## config.mk

```make
export PLATFORM = sky130hd
export DESIGN_NAME = icache_refill_ctrl
export DESIGN_NICKNAME = d
export VERILOG_FILES = /design/src/rtl/icache_pkg.sv /design/src/rtl/icache_line_buffer.sv /design/src/rtl/icache_refill_ctrl.sv
export SDC_FILE = /design/constraint.sdc
export NUM_CORES = 1
export LEC_CHECK = 0
export CORE_MARGIN = 2
export CORE_UTILIZATION = 40
export CTS_CLUSTER_DIAMETER = 150
export CTS_CLUSTER_SIZE = 12
export DETAILED_ROUTE_END_ITERATION = 16
export MAX_ROUTING_LAYER = met4
export PLACE_DENSITY = 0.76
export SETUP_SLACK_MARGIN = 0.02
export SYNTH_ARGS = -nofsm -noshare
export SYNTH_HDL_FRONTEND = slang
export SYNTH_SLANG_ARGS = --single-unit
```

## constraint.sdc

```tcl
create_clock -name clk -period 3.9 [get_ports clk]
set_input_delay 0.585 -clock clk [delete_from_list [all_inputs] [get_ports clk]]
set_output_delay 0.585 -clock clk [all_outputs]
set_load 0.1 [all_outputs]
```

## src/rtl/icache_pkg.sv

```systemverilog
// Shared geometry, FSM state encoding and address helper for the icache refill path.
package icache_pkg;

  localparam int unsigned WAY_NUM    = 4;
  localparam int unsigned LINE_WORDS = 8;
  localparam int unsigned INDEX_W    = 7;
  localparam int unsigned ADDR_W     = 32;

  localparam int unsigned WAY_W    = $clog2(WAY_NUM);
  localparam int unsigned CNT_W    = $clog2(LINE_WORDS);
  localparam int unsigned OFFSET_W = CNT_W + 2;
  localparam int unsigned TAG_W    = ADDR_W - INDEX_W - OFFSET_W;
  localparam int unsigned LINE_W   = 32 * LINE_WORDS;

  typedef enum logic [1:0] {
    IDLE  = 2'd0,
    AR    = 2'd1,
    RDATA = 2'd2,
    WRITE = 2'd3
  } state_e;

  // Clear the byte-in-line offset so the address points at the start of the line.
  function automatic logic [ADDR_W-1:0] line_align(input logic [ADDR_W-1:0] addr);
    return {addr[ADDR_W-1:OFFSET_W], OFFSET_W'(0)};
  endfunction

endpackage

```

## src/rtl/icache_line_buffer.sv

```systemverilog
// Line-sized staging buffer: one word written per beat, whole line readable flat.
module icache_line_buffer
  import icache_pkg::*;
(
  input  logic              clk,
  input  logic              we_i,
  input  logic [CNT_W-1:0]  idx_i,
  input  logic [31:0]       wdata_i,
  output logic [LINE_W-1:0] line_o
);

  // Data storage only; contents are meaningless until a full burst lands.
  logic [31:0] mem_q [LINE_WORDS];

  always_ff @(posedge clk) begin
    if (we_i) begin
      mem_q[idx_i] <= wdata_i;
    end
  end

  for (genvar g = 0; g < LINE_WORDS; g++) begin : g_flat
    assign line_o[32*g +: 32] = mem_q[g];
  end

endmodule

```

## src/rtl/icache_refill_ctrl.sv

```systemverilog
// Miss handler: latches victim way, issues one read burst, buffers the line,
// forwards the critical word and writes tag+line into the victim way.
module icache_refill_ctrl
  import icache_pkg::*;
(
  input  logic                clk,
  input  logic                rst,
  input  logic                miss_valid,
  input  logic [ADDR_W-1:0]   miss_addr,
  input  logic [WAY_W-1:0]    replace_line,
  output logic                miss_ready,
  output logic                arvalid,
  output logic [ADDR_W-1:0]   araddr,
  output logic [7:0]          arlen,
  input  logic                arready,
  input  logic                rvalid,
  input  logic [31:0]         rdata,
  input  logic                rlast,
  output logic                rready,
  output logic                crit_valid,
  output logic [31:0]         crit_data,
  output logic                wr_en,
  output logic [WAY_W-1:0]    wr_way,
  output logic [INDEX_W-1:0]  wr_index,
  output logic [TAG_W-1:0]    wr_tag,
  output logic [LINE_W-1:0]   wr_line,
  output logic                refill_done,
  output logic                proto_err
);

  localparam logic [CNT_W-1:0] LAST_BEAT = CNT_W'(LINE_WORDS - 1);
  localparam logic [7:0]       BURST_LEN = 8'(LINE_WORDS - 1);

  state_e              state_q, state_d;
  logic [CNT_W-1:0]    cnt_q, cnt_d;
  logic [ADDR_W-1:0]   addr_q, addr_d;
  logic [WAY_W-1:0]    way_q, way_d;
  logic                perr_q, perr_d;
  logic                buf_we;
  logic [LINE_W-1:0]   buf_line;
  logic [CNT_W-1:0]    crit_word;

  assign crit_word = addr_q[2 +: CNT_W];

  always_ff @(posedge clk) begin
    if (rst) begin
      state_q <= IDLE;
      cnt_q   <= '0;
      addr_q  <= '0;
      way_q   <= '0;
      perr_q  <= 1'b0;
    end else begin
      state_q <= state_d;
      cnt_q   <= cnt_d;
      addr_q  <= addr_d;
      way_q   <= way_d;
      perr_q  <= perr_d;
    end
  end

  always_comb begin
    state_d     = state_q;
    cnt_d       = cnt_q;
    addr_d      = addr_q;
    way_d       = way_q;
    perr_d      = perr_q;
    miss_ready  = 1'b0;
    arvalid     = 1'b0;
    arlen       = 8'd0;
    rready      = 1'b0;
    buf_we      = 1'b0;
    crit_valid  = 1'b0;
    crit_data   = 32'd0;
    wr_en       = 1'b0;
    refill_done = 1'b0;

    unique case (state_q)
      IDLE: begin
        miss_ready = 1'b1;
        if (miss_valid) begin
          addr_d  = miss_addr;
          way_d   = replace_line;
          cnt_d   = '0;
          state_d = AR;
        end
      end
      AR: begin
        arvalid = 1'b1;
        arlen   = BURST_LEN;
        if (arready) begin
          state_d = RDATA;
        end
      end
      RDATA: begin
        rready = 1'b1;
        if (rvalid) begin
          buf_we = 1'b1;
          cnt_d  = cnt_q + CNT_W'(1);
          if (cnt_q == crit_word) begin
            crit_valid = 1'b1;
            crit_data  = rdata;
          end
          // The beat counter ends the burst; rlast is only cross-checked.
          if (rlast != (cnt_q == LAST_BEAT)) begin
            perr_d = 1'b1;
          end
          if (cnt_q == LAST_BEAT) begin
            state_d = WRITE;
          end
        end
      end
      WRITE: begin
        wr_en       = 1'b1;
        refill_done = 1'b1;
        state_d     = IDLE;
      end
      default: state_d = IDLE;
    endcase
  end

  icache_line_buffer u_line_buffer (
    .clk     (clk),
    .we_i    (buf_we),
    .idx_i   (cnt_q),
    .wdata_i (rdata),
    .line_o  (buf_line)
  );

  assign araddr    = line_align(addr_q);
  assign wr_way    = way_q;
  assign wr_index  = addr_q[OFFSET_W +: INDEX_W];
  assign wr_tag    = addr_q[ADDR_W-1 -: TAG_W];
  // Buffer is not reset, so only expose it while the write is in flight.
  assign wr_line   = wr_en ? buf_line : '0;
  assign proto_err = perr_q;

endmodule

```

==> flow_summary.toml <==
[setup_path]
end_kind = "primary output"
required_ns = 3.31
r2r_cells = 6
crit_path_start_kind = "register"
reg2reg_from = "state_q[0]"
cp_max_fo = 33
crit_type = "reg -> out"
critPathArrivalTime_ns = 2.60
rr_endpoint = "u_line_buffer.mem_q[0][1]"
ff2ff_setup_slack_ns = 1.41
worstSetupStartpoint = "state_q[0]"

[clock_tree]
h-tree-depth = 1
clk_root_buffer_cell = "clkbuf_16"
ctsHoldBuffers = 0
cts_tree = "built"
cts.sinks = 294
numCtsBuffers = 28
clk_latency_ns = 0.53
cts_resized = 0
cts_max_path_buffers = 3
clk_pin_slew_worst_paths_ns = 0.06
postCtsSetupRepairBufs = 0

[sta]
fin_crit_ns = 3.19
fin_skew_ns = 0.0104
drv_slew = 0
period_share_pct = 81.8
worst_pin_slew_ns = 1.04
fmax_mhz = 313
setup_viol = 0
rsz0062_at_grt = "false"
slew_headroom_pct = 30.2
whs_ns = 0.455
hold_violations = 0
setup_tns_ns = 0

[power_and_ir_drop]
leakage_nw = 6.37
cellPowerDensity_nw_per_um2 = 633
finalPower_w = 0.0102
vdd_drop_max_uv = 568

[route]
drt_iter0_markers = 431
via_per_inst = 4.56
ant_nets = 0
route.detailed.wl_per_inst_um = 18.7
drc = 0
routed_wl_mm = 30.3
vias = 7404
first_pass_iters = 4

[global_route]
grt_pass1_vias = 7209
gr-total-overflow = 0
grt_max_degree = 158
grt_pass1_wl_mm = 43.8
grt_util_all_layers_pct = 19.3
antenna_found_initial = 0

[floorplanning]
fp.dieW_um = 175
start_util_pct = 40.8
dieArea_um2 = 30800
coreArea_um2 = 28800
io_pins = 436
fp.dieH_um = 175
num_rows = 62

[min_path]
hold_path_class = "reg -> reg"
hold_depth = 2
hp-start = "wr_way[1]"
min_to = "wr_way[1]"

[placement]
gp_congestion = 0.784
dp_hpwl_mm = 20.0
place.port_buffers = 423
post_dp_cell_area_um2 = 15300
place_inst = 1570

[synth]
yosysWarnings = 0
seq_area_frac_synth_pct = 71.9
syn_inst = 848
yosys_register_bits = 294
syn_area_um2 = 11800
syn_avg_cell_area_um2 = 13.9
synth_cell_types = 29

[cells_and_area]
diodes = 0
layoutNonFillerInstCount = 1622
fin_area_um2 = 16200
area_growth_syn_to_layout_pct = 37.4
finish.net_count = 1295
drive_gt1_share_pct = 28.4

[run_status]
run_status = "finished clean"

[job]
max_cap_viol_count = 0
==> layout by cell type, fill, tap and decap left out, types with 3 or more instances in the layout <==
cell type          n
conb_1            10
ha_1               6
edfxtp_1         256
xor2_1             4
nor2b_1            3
buf_12             4
a21oi_1           35
nor2_4             6
clkdlybuf4s50_1  132
clkbuf_16         29
clkbuf_1          22
o21ai_0            3
nand2b_1           7
and2_1           289
nand2_1           67
buf_4            306
dfxtp_1           38
==> critical path, cell delays in order, from the launching register on <==
cell and delay (ns):
dfxtp_1 0.36, inv_1 0.12, ha_1 0.37, nand2_1 0.16, nor4_4 0.16, buf_4 0.39
and2_1 0.21, buf_4 0.29
==> power breakdown <==
part / switching, W / internal (W) / total [W] / leakage [nW]
Combinational: 0.00337 / 0.000792 / 0.00417 / 3.37
Sequential: 0.0000697 / 0.00352 / 0.00359 / 2.61
Clock: 0.00109 / 0.00139 / 0.00247 / 0.387
Total: 0.00453 / 0.00570 / 0.0102 / 6.37
==> stage by stage <==
| step | setup slack, ns | utilization [%] |
|---|---|---|
| 6_report | 0.710 | 56.1 |
| 5_1_grt | 0.471 | 56.1 |
| 4_1_cts | 0.645 | 56.1 |
| 3_5_place_dp | 0.838 | 53.3 |
| 3_3_place_gp | 0.891 | 53.3 |
| 2_1_floorplan | 0.136 | - |
==> registers in the layout (all words and copies together), names as in the netlist <==
register and count:
u_line_buffer.mem_q 256, addr_q 30, cnt_q 3, state_q 2, wr_way 2, proto_err 1
==> routing by layer <==
| metal | up-vias | track usage (%) | share of wire [%] |
|---|---|---|---|
| li1 | 3514 | - | - |
| met1 | 3528 | 23.2 | 40 |
| met2 | 318 | 33.3 | 50 |
| met3 | 44 | 3.48 | 6.9 |
| met4 | 0 | 5.85 | 2.8 |
| met5 | - | - | 0 |
==> cell type report <==
class                           count  area [µm²]
Timing Repair Buffer              442        3700
Clock buffer                       51         808
Fill cell                        2319       12600
Inverter                            2        7.51
Clock inverter                      1        8.76
Tap cell                          384         480
Sequential cell                   294        8450
Multi-Input combinational cell    448        2700
==> synth_stat cells (all sizes together) <==
cell type / number / share of area, %
a21bo: 1 / 0.085
a21oi: 35 / 1.5
a31oi: 2 / 0.11
and2: 289 / 15
and3: 1 / 0.053
buf: 79 / 5.0
clkbuf: 34 / 1.1
conb: 1 / 0.032
dfxtp: 38 / 6.5
edfxtp: 256 / 65
ha: 7 / 0.75
inv: 2 / 0.064
mux2i: 2 / 0.17
nand2: 67 / 2.1
nand2b: 7 / 0.37
nand3: 1 / 0.043
nand3b: 1 / 0.064
nand4: 2 / 0.11
nor2: 8 / 0.26
nor2b: 3 / 0.16
nor3: 2 / 0.085
nor4: 1 / 0.18
o21a: 1 / 0.064
o21ai: 3 / 0.13
or2: 1 / 0.053
xor2: 4 / 0.30
==> worst max path at each step <==
stage                                end  slack, ns  depth (start not counted)
2_1_floorplan  u_line_buffer.mem_q[4][0]       0.14                          6
3_3_place_gp                crit_data[4]       0.89                          6
3_5_place_dp               crit_data[20]       0.84                          6
4_1_cts                    crit_data[20]       0.64                          7
5_1_grt                    crit_data[20]       0.47                          7
6_report                   crit_data[20]       0.71                          7
==> logic make-up (layout without fill, tap and decap cells) <==
group / after synthesis / after routing / share of synthesized area [%]
multiplexers: 2 / 2 / 0.170
AND/OR/NAND/NOR: 383 / 383 / 18.9
AO/OA/AOI/OAI: 42 / 42 / 1.87
other: 1 / 10 / 0.0319
flip-flops: 294 / 294 / 71.9
XOR/XNOR: 4 / 4 / 0.298
buffers and inverters: 115 / 496 / 6.10
adder cells (fa/ha/maj): 7 / 7 / 0.745
No activity file was read; power rests on OpenSTA's default activity.
